[src/rtl/handshake_fifo.sv]
// handshake_fifo: ready/valid elastic buffer built on a DEPTH-entry circular store.
// It has an optional fall-through bypass for the empty case, an occupancy output,
// and a sticky checker that flags upstream hold-rule violations.
module handshake_fifo #(
  parameter int DATA_WIDTH  = 32,
  parameter int DEPTH       = 2,
  parameter int FALLTHROUGH = 0,
  localparam int LVL_W      = $clog2(DEPTH + 1)
) (
  input  logic                  clk,
  input  logic                  rst,
  input  logic [DATA_WIDTH-1:0] in_data,
  input  logic                  in_valid,
  output logic                  in_ready,
  output logic [DATA_WIDTH-1:0] out_data,
  output logic                  out_valid,
  input  logic                  out_ready,
  output logic [LVL_W-1:0]      level,
  output logic                  proto_err
);

  // A single-entry store still needs a 1-bit pointer.
  localparam int PTR_W = (DEPTH > 1) ? $clog2(DEPTH) : 1;
  localparam logic [PTR_W-1:0] LAST_PTR = PTR_W'(DEPTH - 1);
  localparam logic [LVL_W-1:0] FULL_LVL = LVL_W'(DEPTH);
  localparam bit FT = (FALLTHROUGH == 1);

  // Reject illegal parameterisations at elaboration.
  generate
    if (DATA_WIDTH < 1) begin : g_bad_width
      $error("handshake_fifo: DATA_WIDTH must be >= 1");
    end
    if (DEPTH < 1) begin : g_bad_depth
      $error("handshake_fifo: DEPTH must be >= 1");
    end
    if (FALLTHROUGH != 0 && FALLTHROUGH != 1) begin : g_bad_ft
      $error("handshake_fifo: FALLTHROUGH must be 0 or 1");
    end
  endgenerate

  logic [DATA_WIDTH-1:0] mem [DEPTH];

  logic [PTR_W-1:0]      wr_ptr_reg, wr_ptr_next;
  logic [PTR_W-1:0]      rd_ptr_reg, rd_ptr_next;
  logic [LVL_W-1:0]      level_reg, level_next;
  logic                  proto_err_reg, proto_err_next;
  logic                  prev_stall_reg, prev_stall_next;
  logic [DATA_WIDTH-1:0] prev_data_reg;

  logic full, empty, bypass, bypass_fire, push, pop;

  // Handshake decode: ready/valid outputs, bypass selection, push/pop strobes.
  always_comb begin
    full        = (level_reg == FULL_LVL);
    empty       = (level_reg == '0);
    bypass      = FT && empty;
    // in_ready depends only on occupancy, so no out_ready->in_ready path exists.
    in_ready    = !rst && !full;
    out_valid   = !rst && (bypass ? in_valid : !empty);
    out_data    = bypass ? in_data : mem[rd_ptr_reg];
    // A bypassed beat goes straight through and never touches storage.
    bypass_fire = bypass && in_valid && out_ready && !rst;
    push        = in_valid && in_ready && !bypass_fire;
    pop         = !rst && !empty && out_ready;
  end

  // Next-state for pointers, occupancy and the protocol checker.
  always_comb begin
    wr_ptr_next = wr_ptr_reg;
    rd_ptr_next = rd_ptr_reg;
    level_next  = level_reg;
    if (push) begin
      wr_ptr_next = (wr_ptr_reg == LAST_PTR) ? '0 : wr_ptr_reg + PTR_W'(1);
    end
    if (pop) begin
      rd_ptr_next = (rd_ptr_reg == LAST_PTR) ? '0 : rd_ptr_reg + PTR_W'(1);
    end
    case ({push, pop})
      2'b10:   level_next = level_reg + LVL_W'(1);
      2'b01:   level_next = level_reg - LVL_W'(1);
      default: level_next = level_reg;
    endcase
    // A beat stalled at the previous edge must still be offered, unchanged.
    proto_err_next  = proto_err_reg |
                      (prev_stall_reg & (!in_valid | (in_data != prev_data_reg)));
    prev_stall_next = in_valid & !in_ready;
  end

  // Control state with asynchronous clear.
  always_ff @(posedge clk or posedge rst) begin
    if (rst) begin
      wr_ptr_reg     <= '0;
      rd_ptr_reg     <= '0;
      level_reg      <= '0;
      proto_err_reg  <= 1'b0;
      prev_stall_reg <= 1'b0;
      prev_data_reg  <= '0;
    end else begin
      wr_ptr_reg     <= wr_ptr_next;
      rd_ptr_reg     <= rd_ptr_next;
      level_reg      <= level_next;
      proto_err_reg  <= proto_err_next;
      prev_stall_reg <= prev_stall_next;
      prev_data_reg  <= in_data;
    end
  end

  // Payload storage; contents are not cleared, only the pointers are.
  always_ff @(posedge clk) begin
    if (push) begin
      mem[wr_ptr_reg] <= in_data;
    end
  end

  assign level     = level_reg;
  assign proto_err = proto_err_reg;

endmodule
[config.mk]
export PLATFORM = sky130hd
export DESIGN_NAME = handshake_fifo
export DESIGN_NICKNAME = d
export VERILOG_FILES = /design/src/rtl/handshake_fifo.sv
export SDC_FILE = /design/constraint.sdc
export NUM_CORES = 1
export LEC_CHECK = 0
export CAP_MARGIN = 40
export CORE_MARGIN = 8
export CORE_UTILIZATION = 30
export CTS_CLUSTER_SIZE = 16
export DETAILED_ROUTE_END_ITERATION = 16
export PLACE_DENSITY = 0.62
export SYNTH_ARGS = -nofsm -noshare
export SYNTH_HDL_FRONTEND = slang
export SYNTH_SLANG_ARGS = --single-unit
[constraint.sdc]
create_clock -name clk -period 3.29 [get_ports clk]
set_clock_uncertainty 0.15 [all_clocks]
set_input_delay 0.658 -clock clk [delete_from_list [all_inputs] [get_ports clk]]
set_output_delay 0.658 -clock clk [all_outputs]
set_load 0.1 [all_outputs]
# --- Yosys cells after proc, flatten, opt, wreduce, memory -nomap -nowiden ---
# Memories as Yosys holds them, arrays and structs flattened.
# Index checks and enable logic that the tools add are counted.
totals:
  reg_bits: 38
  latchBits: 0
  ram_bits: 64
  mem_bits_ro: 0
  mem_count: 1
op_classes:
  n_addsub: 4
  n_mul: 0
  div: 0
  magnitude_cmp: 0
  eq_ne: 4
  shifts: 0
  mux: 5
  bitwise: 4
  reduce_logical: 11
memory_table:
  columns: ["memory", "depth", "word_bits", "rd", "rd_clocked_by_memory_dff", "write_ports", "line", "text"]
  rows:
  - ["mem", 2, 32, 1, 0, 1, "41", "logic [DATA_WIDTH-1:0] mem [DEPTH];"]
ops:
  columns: ["operator", "n"]
  rows:
  - ["inequality test 32 bit", 1]
  - ["logical NOT 1 bit", 5]
  - ["== test 2 bit (second input constant)", 2]
  - ["logical AND 1 bit", 4]
  - ["2-to-1 mux 1 bit", 4]
  - ["one-hot mux 2 bit (2 select lines)", 1]
  - ["adder 1 bit (second input constant)", 2]
  - ["adder 2 x 1 -> 2 bit (second input constant)", 1]
  - ["AND 1 bit", 2]
  - ["== test 2 x 1 -> 1 bit (second input constant)", 1]
  - ["logical NOT 2 bit", 1]
  - ["OR 1 bit", 2]
  - ["nonzero test 2 bit", 1]
  - ["subtractor 2 x 1 -> 2 bit (second input constant)", 1]

# --- Longest topological paths before layout ---
# Gate-level depths: netlist of run 1.
logic_depth:
  word_depth: 6
  ltp_mapped: 7
  ltp_nobuf: 7

# --- Worst setup path before layout of run 1 ---
# OpenSTA, ideal clock, no wires.
synth_path:
  path_kind: "register -> register"
  start: "register level_reg[0], in the netlist level[0]"
  end: "memory mem[0][0], enable pin"
  setup_time_ns: 0.421
  t_arrival_ns: 4.459
  path_slack_ns: -1.740
  path_stages_with_launch: 5
  synth_period_minus_slack_ns: 5.030
  path_cell_list: "dfrtp_1 inv_1 a21oi_1 nand2_1 nor2_1"
synth_via:
  elab_chain_len: 6
synth_rtl:
  columns: ["element", "line", "text"]
  rows:
  - ["start, declared", "45", "logic [LVL_W-1:0] level_reg, level_next;"]
  - ["start signal, assigned", "101", "level_reg <= level_next;"]
  - ["== test 2 bit", "54", "full = (level_reg == FULL_LVL);"]
  - ["logical NOT 1 bit", "58", "in_ready = !rst && !full;"]
  - ["logical AND 1 bit", "58", null]
  - ["named net in_ready", "14", "output logic in_ready,"]
  - ["logical AND 1 bit", "63", "push = in_valid && in_ready && !bypass_fire;"]
  - ["2-to-1 mux 1 bit", "110", "if (push) begin"]
  - ["2-to-1 mux 1 bit (not written as such)", "111", "mem[wr_ptr_reg] <= in_data;"]
  - ["end, declared", "41", null]
# The timed path passes the listed nets, and every way through them passes these cells.

# --- Worst setup path after layout of run 1 ---
layout_path:
  start: "register rd_ptr_reg"
  end: "output port out_data[31]"
layout_via:
  elab_chain_len: 1
layout_rtl:
  columns: ["element", "line", "text"]
  rows:
  - ["start, declared", "44", "logic [PTR_W-1:0] rd_ptr_reg, rd_ptr_next;"]
  - ["start signal, assigned", "100", "rd_ptr_reg <= rd_ptr_next;"]
  - ["memory (2 x 32 bit)", null, null]
  - ["end, declared", "15", "output logic [DATA_WIDTH-1:0] out_data,"]
# No other way between the ends.

==> results of run 1 <==
how the worst max path moves through the flow:
stage | endpoint | slack, ns | cells after the start
CTS | out_data[31] | 0.47 | 2
global route | out_data[14] | 0.42 | 2
finish | out_data[31] | 0.54 | 2
global placement | proto_err$_DFF_PP0_ | 0.50 | 6
detailed placement | proto_err$_DFF_PP0_ | 0.50 | 6
floorplan | mem[0][0]$_DFFE_PP_ | 0.12 | 4
where the power goes:
group	leakage (nW)	internal, mW	switching (mW)
clock network	0.147	0.599	0.467
registers	1.02	1.52	0.145
logic	0.651	0.494	1.45
total	1.82	2.62	2.06
metrics by stage:
stage / hold slack, ns / power [mW] / util
after floorplan: 0.364 / 3.21 / -
after global placement: 0.377 / 3.66 / 0.383
after detailed placement: 0.389 / 3.67 / 0.385
after CTS: 0.404 / 4.75 / 0.410
after global routing: 0.439 / 4.86 / 0.410
final: 0.398 / 4.68 / 0.410
cells in the mapped netlist (all sizes together):
cell type   n
xor2       22
nand2       1
edfxtp     64
and2        1
nand4b      1
clkbuf      1
nor2b       1
xnor2      15
ha          1
dfrtp      38
mux2       32
a21oi       1
nor2        5
nor4        6
a41oi       1
inv         2
buf         3
and3        1
nand4       3
layer usage:
layer	global-route usage	routed length, µm
met1	0.117	3390
met2	0.139	3210
met3	0.0358	413
met4	0.0357	108
met5	0	0
worst register-to-register path, delay by kind of cell, from the launching register on:
kind            cells  cell delay [ns]
simple gates        1             0.54
flops               1             0.44
buf+inv             2             0.34
compound gates      1             0.22
cells in the final DEF, fill, tap and decap left out, types with 2 or more instances in the layout:
cell type and instances:
xor2_1 22, clkdlybuf4s50_1 35, clkbuf_16 9, nor4_1 6, clkinv_4 3, edfxtp_1 64
mux2_2 32, buf_12 4, buf_4 37, xnor2_1 15, dfrtp_1 37, nor2_1 3
inv_6 2, nand4_1 3
layout make-up:
class	count	area, µm²
Clock buffer	9	225
Clock inverter	7	81.3
Fill cell	1090	7120
Inverter	2	7.51
Multi-Input combinational cell	91	840
Sequential cell	102	2870
Tap cell	168	210
Timing Repair Buffer	76	708
cells by family after synthesis:
| logic type | after synthesis | share of synthesized area |
|---|---|---|
| AO/OA/AOI/OAI | 2 | 0.00370 |
| XOR/XNOR | 37 | 0.0872 |
| adder cells (fa/ha/maj) | 1 | 0.00337 |
| buffers and inverters | 6 | 0.00707 |
| flip-flops | 102 | 0.773 |
| multiplexers | 32 | 0.0970 |
| AND/OR/NAND/NOR | 19 | 0.0286 |
==> results.md, run 1 <==
- Worst setup path category: reg2out
- Total cell area at the placement stage: 4640 µm²
- Crit. Startpoint: rd_ptr_reg$_DFFE_PP0P_
- FF-to-FF setup slack: 1.30 ns
- Setup repair after global routing missed its margin: false
- Pin count of the biggest net entering global routing: 34
- Reg clk slew, reported paths: 0.07 ns
- Number of buffers inserted to repair setup after CTS: 0
- Initial antenna violation count: 0
- Height of the chip: 127 µm
- Number of sinks driven by the clock tree: ~100
- Period utilisation layout: 0.836
- Area enclosed by the die boundary: around 16000 µm²
- Remaining max-slew budget at the tightest pin: 0.430
- Logic depth of the worst register-to-register path: 4
- Chain of cells forming the critical path: mux2_2 -> buf_4
- Via count of the first global-routing pass: 2064
- GRT Residual Overflow: 0
- Global Route Usage Sum: 0.0922
- Number of setup violations in the final report: 0
- Leading area contributor after synthesis: edfxtp_1
- Slowest stage delay, CP: slightly above 0.9 ns
- Terminating pin of the worst hold path: wr_ptr_reg$_DFFE_PP0P_
- Main area contributors after synthesis: edfxtp_1, dfrtp_1, mux2_2
- Outcome: completed
- Average vias per placed instance: approximately 4.2
- Net Count, Synth: 236
- Fraction of final layout cells with drive strength greater than 1: 0.331
- Placed cell count: between 400 and 500
- Max Cap Viol: 0
- Residual DRC: 0
- Area growth syn-to-layout: 33.1%
- Worst slew pin tran: 0.856 ns
- Proportion of synthesized chip area in sequential cells: 0.773
- Per-cell routed wire length: ~16 µm
- Global-route wire length before repair: around 11 mm
- Non-Filler Instances: 455
- Deepest level of the CTS H-tree: 3
- Worst hold path stage count: 1
- Resized Gates After CTS: 0
- Reg-to-reg critical path startpoint: level[0]$_DFFE_PP0P_
- Number of synthesized register bits: 102
- Hpwl dp: approximately 4.9 mm
- Maximum buffer depth of the clock tree: 2
- Number of flip-flops under the largest register name: 64
- DRT iter0 DRCs: between 90 and 100
- Count of antenna-violating nets left after detailed routing: 0
- Proportion of netlist area held by the largest area contributor: 0.517
- Number of warnings issued by yosys: 0
- Number of port buffers: 72
- CTS Buf Count: 9
- Element type at the critical path start: flip-flop
- Synth Instances: 199
- Total Neg Setup Slack: 0 ns
- Post-Layout Inst Area: 4950 µm²
- Clock tree from TritonCTS: built
- Reg-to-Reg End: mem[1][1]$_DFFE_PP_
- Max-slew violation count: 0
- Pre-antenna DRT Iters: 4
- Maximum clock frequency: 364 MHz
- Worst vdd rail ir drop: 946 µV
- Width of the die: about 130 µm
- Kind of capture point of the worst setup path: output pin
- Post-place setup slack: roughly 0.50 ns
- Final Hold Violating Endpoints: 0
- Source-to-sink clock delay at the later pin of the worst-skew pair: around 0.34 ns
- Number of inserted diodes: 0
- Site row count: 40
- Netlist area before placement: between 3000 and 4000 µm²
- Biggest fanout along the worst timing path: 33
- Ratio of total power to cell area: 946 nW/µm²
- Worst min path class: reg2reg
- Gate family responsible for the most delay along the worst path: flip-flops
- Number of placed I/O pins: between 70 and 80
- Final critical-path setup slack: between 0.5 and 0.6 ns
- Arrival time at the worst endpoint: 1.94 ns
- Routability congestion estimate from global placement: 0.683
- Leak Pwr: roughly 1.8 nW
- Cell chosen for the clock root: clkbuf_16
- Vias post-DR: 1889
- Critical path's slowest cell: dfrtp_2
- Initial core utilization: 0.308
- Min cycle time layout: ~2.7 ns
- Count of distinct cell types in the synthesized netlist: 19
- CTS Hold Bufs: 0
- Core area: about 12000 µm²
- Worst Hold Launch: wr_ptr_reg$_DFFE_PP0P_
- Count of nets after finishing: approximately 320
- Avg Inst Size Synth: ~19 µm²
- Required @ worst endpoint: about 2.5 ns
- Number of buffers and inverters on the critical path: 1
- Final WL: around 7.1 mm
(Power assumes the default switching activity.)
==> run 2, diff against run 1 <==
==> constraint.sdc (replaced) <==
create_clock -name clk -period 2.6 [get_ports clk]
set_clock_uncertainty 0.15 [all_clocks]
set_input_delay 0.52 -clock clk [delete_from_list [all_inputs] [get_ports clk]]
set_output_delay 0.52 -clock clk [all_outputs]
set_load 0.1 [all_outputs]
==> run 2 against run 1 <==
Largest cell class unchanged. Total power grew 41%. Sequential cell count is the same. Wire length grew 1.6%. Critical path depth grew 1. Critical endpoint is now out_data[14]. Register-to-register slack lost 0.65 ns. Combinational power grew 61%. Design area grew 9.5%. Count of clock-buffer cells in the layout grew 1.
==> results.md, run 2 (synthesized netlist as in run 1, its figures left out) <==
- Outcome: completed
- Internal: 3.90 mW (+49%)
- Per-cell routed wire length: 15.7 µm (+0.46%)
- Resized Gates After CTS: 0 (unchanged)
- Via count of the first global-routing pass: 2121 (+2.8%)
- Sw Ratio: 0.408 (-0.0332)
- Setup repair after global routing missed its margin: false
- Worst slew pin tran: 0.510 ns (-0.346 ns)
- Initial antenna violation count: 0 (unchanged)
- Max Cap Viol: 0 (unchanged)
- Fraction of final layout cells with drive strength greater than 1: 0.349 (+0.0183)
- Total cell area at the placement stage: 5100 µm² (+10%)
- Worst Hold Launch: level[1]$_DFFE_PP0P_
- Required @ worst endpoint: 1.93 ns (-0.55 ns)
- CTS Hold Bufs: 0 (unchanged)
- Core area: 12100 µm² (unchanged)
- Sequential share of power: 0.313 (-0.043)
- CTS Buf Count: 9 (unchanged)
- Number of flip-flops under the largest register name: 64 (unchanged)
- Number of placed I/O pins: 73 (unchanged)
- Number of buffers inserted to repair setup after CTS: 0 (unchanged)
- Chain of cells forming the critical path: buf_12 -> mux2_2 -> buf_12
- Area of combinational cells with multiple inputs: 847 µm² (+0.89%)
- Sequential Area: 2880 µm² (+0.17%)
- Site row count: 40 (unchanged)
- Commonest cells after routing, fill and taps aside: edfxtp_1, buf_12, clkdlybuf4s50_1, dfrtp_1, mux2_2
- Height of the chip: 127 µm (unchanged)
- Final critical-path setup slack: 0.185 ns (-0.355 ns)
- Clock tree from TritonCTS: built
- Worst setup path category: reg2out
- Residual DRC: 0 (unchanged)
- Maximum buffer depth of the clock tree: 2 (unchanged)
- Deepest level of the CTS H-tree: 3 (unchanged)
- GRT Residual Overflow: 0 (unchanged)
- Post-Layout Inst Area: 5420 µm² (+9.5%)
- Slowest stage delay, CP: 0.60 ns (-0.33 ns)
- Combinational share of power: 0.475 (+0.059)
- Biggest fanout along the worst timing path: 20 (-39%)
- Hpwl dp: 5.11 mm (+4.5%)
- Number of setup violations in the final report: 0 (unchanged)
- Final WL: 7.23 mm (+1.6%)
- Maximum clock frequency: approximately 410 MHz
- Vias post-DR: 1912 (+1.2%)
- Max-slew violation count: 0 (unchanged)
- Worst hold slack across all endpoints: 0.383 ns (-0.0151 ns)
- Crit. Startpoint: rd_ptr_reg$_DFFE_PP0P_
- Global Route Usage Sum: 0.0953 (+0.00307)
- Remaining max-slew budget at the tightest pin: 0.660 (+0.230)
- Critical path's slowest cell: dfrtp_2
- Initial core utilization: 0.308 (unchanged)
- Reg-to-reg critical path startpoint: prev_data_reg[9]$_DFF_PP0_
- Post-place setup slack: -0.0364 ns (-0.538 ns)
- Routability congestion estimate from global placement: 0.688 (+0.79%)
- Area growth syn-to-layout: 45.8%
- Source-to-sink clock delay at the later pin of the worst-skew pair: 0.33 ns (about the same)
- Reg clk slew, reported paths: 0.07 ns (about the same)
- Cell chosen for the clock root: clkbuf_16
- Number of inserted diodes: 0 (unchanged)
- Kind of capture point of the worst setup path: output pin
- Area enclosed by the die boundary: 16200 µm² (unchanged)
- Ratio of total power to cell area: 1220 nW/µm² (+29%)
- Count of antenna-violating nets left after detailed routing: 0 (unchanged)
- Total Neg Setup Slack: 0 ns (unchanged)
- Min cycle time layout: approximately 2.4 ns
- Most frequent standard cell in the layout excluding fill and tap cells: edfxtp_1
- Number of port buffers: 72 (unchanged)
- Leak Pwr: 2.00 nW (+9.9%)
- Count of nets after finishing: 324 (+1.6%)
- Layout fillers: 1084 (-0.55%)
- Worst min path class: reg2reg
- Crit-path most repeated cell: buf_12
- P_sw: 2.69 mW (+30%)
- Final core area utilization: 0.449 (+0.0391)
- Average vias per placed instance: 4.16 (+0.12%)
- Period utilisation layout: 0.929
- Number of sinks driven by the clock tree: 102 (unchanged)
- DRT iter0 DRCs: 109 (+18%)
- Arrival time at the worst endpoint: 1.74 ns (-0.20 ns)
- Worst vdd rail ir drop: 845 µV (-11%)
- Clk network pwr share: 0.212 (-0.016)
- Final Hold Violating Endpoints: 0 (unchanged)
- Global-route wire length before repair: 11.6 mm (+1.9%)
- Width of the die: 127 µm (unchanged)
- Pin count of the biggest net entering global routing: 24 (-29%)
- Pre-antenna DRT Iters: 4 (unchanged)
- Element type at the critical path start: flip-flop
==> run 2: path summary, 6_finish.rpt <==
check	endpoint	slack, ns	cells after the start
min	level[1]$_DFFE_PP0P_	0.38	1
max	out_data[14]	0.19	3
min reg2reg	level[1]$_DFFE_PP0P_	0.38	1
max reg2reg	proto_err$_DFF_PP0_	0.65	6
min in group asynchronous	wr_ptr_reg$_DFFE_PP0P_	0.56	2
max in group asynchronous	prev_data_reg[2]$_DFF_PP0_	1.10	3
==> run 2: per-layer routing <==
metal / vias up / wire length (µm) / GRT usage
met1: 948 / 3260 / 0.115
met5: - / 0 / 0
li1: 903 / - / -
met3: 9 / 576 / 0.0445
met2: 52 / 3290 / 0.143
met4: 0 / 102 / 0.0420
==> run 2: stage by stage <==
step                instances  total power [mW]
finish                    460              6.59
global route              460              6.83
CTS                       460              6.68
detailed placement        444              5.27
global placement          444              5.25
floorplan                 199              4.08
==> run 2: cell type report <==
cell class / instances / share of cell area
clock buffers: 10 / 0.0423
flip-flops and latches: 102 / 0.531
well taps: 168 / 0.0388
multi-input cells: 91 / 0.156
clock inverters: 6 / 0.0159
inverters: 2 / 0.00139
repair buffers: 81 / 0.214
==> run 2: critical path: cells and delay by family, from the launching register on <==
family,cells,cell delay [ns]
muxes,1,0.39
buffers and inverters,2,0.42
DFF,1,0.60
==> run 2: power groups by stage <==
stage	sequential, mW	clock (mW)	combinational [mW]
2_1_floorplan	2.15	0	1.93
3_3_place_gp	2.09	0	3.16
3_5_place_dp	2.10	0	3.17
4_1_cts	2.07	1.44	3.17
5_1_grt	2.09	1.50	3.24
6_report	2.06	1.40	3.13
==> run 3, diff against run 2 <==
--- a/config.mk
+++ b/config.mk
@@ -7,10 +7,11 @@
 export LEC_CHECK = 0
 export CAP_MARGIN = 40
 export CORE_MARGIN = 8
-export CORE_UTILIZATION = 30
+export CORE_UTILIZATION = 40
+export CTS_CLUSTER_DIAMETER = 200
 export CTS_CLUSTER_SIZE = 16
 export DETAILED_ROUTE_END_ITERATION = 16
-export PLACE_DENSITY = 0.62
+export PLACE_DENSITY = 0.75
 export SYNTH_ARGS = -nofsm -noshare
 export SYNTH_HDL_FRONTEND = slang
 export SYNTH_SLANG_ARGS = --single-unit
==> run 3 against run 2 <==
Sequential cell count did not move. Register-to-register slack improved by 0.03 ns. Via count fell by 1.0%. Critical endpoint is now out_data[20]. Highest routed layer unchanged.
==> results.md, run 3 (synthesized netlist as in run 1, its figures left out) <==
- Total Neg Setup Slack: 0 ns (unchanged)
- Worst vdd rail ir drop: 871 µV (+3.1%)
- Reg clk slew, reported paths: 0.09 ns (+0.02 ns)
- Non-Filler Instances: 402 (-13%)
- Required @ worst endpoint: 1.93 ns (about the same)
- Vias post-DR: 1892 (-1.0%)
- Maximum clock frequency: 443 MHz (+6.9%)
- Crit. Startpoint: rd_ptr_reg$_DFFE_PP0P_
- Area growth syn-to-layout: 40.1%
- Setup repair after global routing missed its margin: false
- Maximum buffer depth of the clock tree: 2 (unchanged)
- Per-cell routed wire length: 16.9 µm (+7.8%)
- Number of inserted diodes: 0 (unchanged)
- Ratio of total power to cell area: 1180 nW/µm² (-2.9%)
- Kind of capture point of the worst setup path: output pin
- Area enclosed by the die boundary: 12600 µm² (-22%)
- Initial antenna violation count: 0 (unchanged)
- Number of buffers inserted to repair setup after CTS: 0 (unchanged)
- Element type at the critical path start: flip-flop
- Outcome: completed
- Width of the die: 112 µm (-12%)
- Clock tree from TritonCTS: built
- Count of antenna-violating nets left after detailed routing: 0 (unchanged)
- Remaining max-slew budget at the tightest pin: 0.723 (+0.0632)
- Core area: 9110 µm² (-24%)
- Overall Power: 6.15 mW (-6.7%)
- Pin count of the biggest net entering global routing: 20 (-17%)
- Most frequent standard cell in the layout excluding fill and tap cells: edfxtp_1
- Final WL: 6.81 mm (-5.8%)
- Hpwl dp: 4.97 mm (-2.7%)
- Fraction of final layout cells with drive strength greater than 1: 0.347 (-0.00224)
- Number of placed I/O pins: 73 (unchanged)
- Number of port buffers: 72 (unchanged)
- Site row count: 35 (-13%)
- Layout fillers: 696 (-36%)
- Max Cap Viol: 0 (unchanged)
- Reg-to-reg critical path startpoint: prev_data_reg[11]$_DFF_PP0_
- Routability congestion estimate from global placement: 0.690 (+0.23%)
- Worst hold slack across all endpoints: 0.380 ns (-0.00292 ns)
- Global Route Usage Sum: 0.113 (+0.0174)
- GRT Residual Overflow: 0 (unchanged)
- Placed cell count: 386 (-13%)
- Worst setup path category: reg2out
- Number of setup violations in the final report: 0 (unchanged)
- Average vias per placed instance: 4.71 (+13%)
- Post-place setup slack: 0.0118 ns (+0.0481 ns)
- CTS Hold Bufs: 0 (unchanged)
- Final critical-path setup slack: 0.341 ns (+0.155 ns)
- Pre-antenna DRT Iters: 4 (unchanged)
- Max-slew violation count: 0 (unchanged)
- Source-to-sink clock delay at the later pin of the worst-skew pair: 0.35 ns (+0.02 ns)
- Count of nets after finishing: 323 (-0.31%)
- Biggest fanout along the worst timing path: 13 (-35%)
- Number of flip-flops under the largest register name: 64 (unchanged)
- Arrival time at the worst endpoint: 1.59 ns (-0.15 ns)
- Global-route wire length before repair: 11.0 mm (-5.2%)
- Leak Pwr: 1.94 nW (-3.3%)
- Height of the chip: 112 µm (-12%)
- Commonest cells after routing, fill and taps aside: edfxtp_1, buf_12, clkdlybuf4s50_1, dfrtp_1, mux2_2
- Via count of the first global-routing pass: 2140 (+0.90%)
- Worst min path class: reg2reg
- Worst Hold Launch: rd_ptr_reg$_DFFE_PP0P_
- Min cycle time layout: 2.26 ns (-0.155 ns)
- Final Hold Violating Endpoints: 0 (unchanged)
- CTS Buf Count: 9 (unchanged)
- Residual DRC: 0 (unchanged)
- Resized Gates After CTS: 0 (unchanged)
- DRT iter0 DRCs: 39 (-64%)
- Period utilisation layout: 0.869 (-0.0598)
- Worst slew pin tran: 0.413 ns (-0.0966 ns)
- Cell chosen for the clock root: clkbuf_8
- Number of sinks driven by the clock tree: 102 (unchanged)
- Deepest level of the CTS H-tree: 3 (unchanged)
- Initial core utilization: 0.408 (+0.0999)
==> run 3: path summary, 6_finish.rpt <==
path	end	slack [ns]	cells past startpoint
setup / recovery	out_data[20]	0.34	3
hold / removal	rd_ptr_reg$_DFFE_PP0P_	0.38	1
setup reg to reg	proto_err$_DFF_PP0_	0.68	5
hold reg to reg	rd_ptr_reg$_DFFE_PP0P_	0.38	1
max in group asynchronous	prev_data_reg[4]$_DFF_PP0_	1.41	3
min in group asynchronous	prev_data_reg[14]$_DFF_PP0_	0.42	2
==> run 3: cell type report <==
cell class | count | area, µm² | share of cell area
timing repair buffer | 80 | 1140 | 0.219
multi-input combinational | 91 | 847 | 0.163
sequential | 102 | 2880 | 0.553
clock inverter | 7 | 72.6 | 0.0139
tap | 111 | 139 | 0.0267
inverter | 2 | 7.51 | 0.00144
clock buffer | 9 | 124 | 0.0238
==> run 3: per-layer routing <==
layer,up-vias,global-route usage,part of all wire
li1,899,-,-
met1,935,0.141,0.45
met2,51,0.177,0.49
met3,7,0.0349,0.050
met4,0,0.0486,0.012
met5,-,0,0
==> run 3: power by group <==
group / internal, mW / switching (mW) / total [mW]
clock network: 0.449 / 0.523 / 0.972
registers: 1.94 / 0.0895 / 2.02
logic: 1.12 / 2.03 / 3.15
total: 3.50 / 2.64 / 6.15
==> run 3: stage by stage <==
step	utilization	cell area [µm²]
after CTS	0.572	5210
after global routing	0.572	5210
after global placement	0.550	5010
after floorplan	-	3750
final	0.572	5210
after detailed placement	0.550	5010
==> run 3: worst max-delay path, stage by stage (launching register included) <==
cell	delay (ns)
dfrtp_2	0.42
buf_4	0.25
mux2_2	0.39
buf_12	0.17
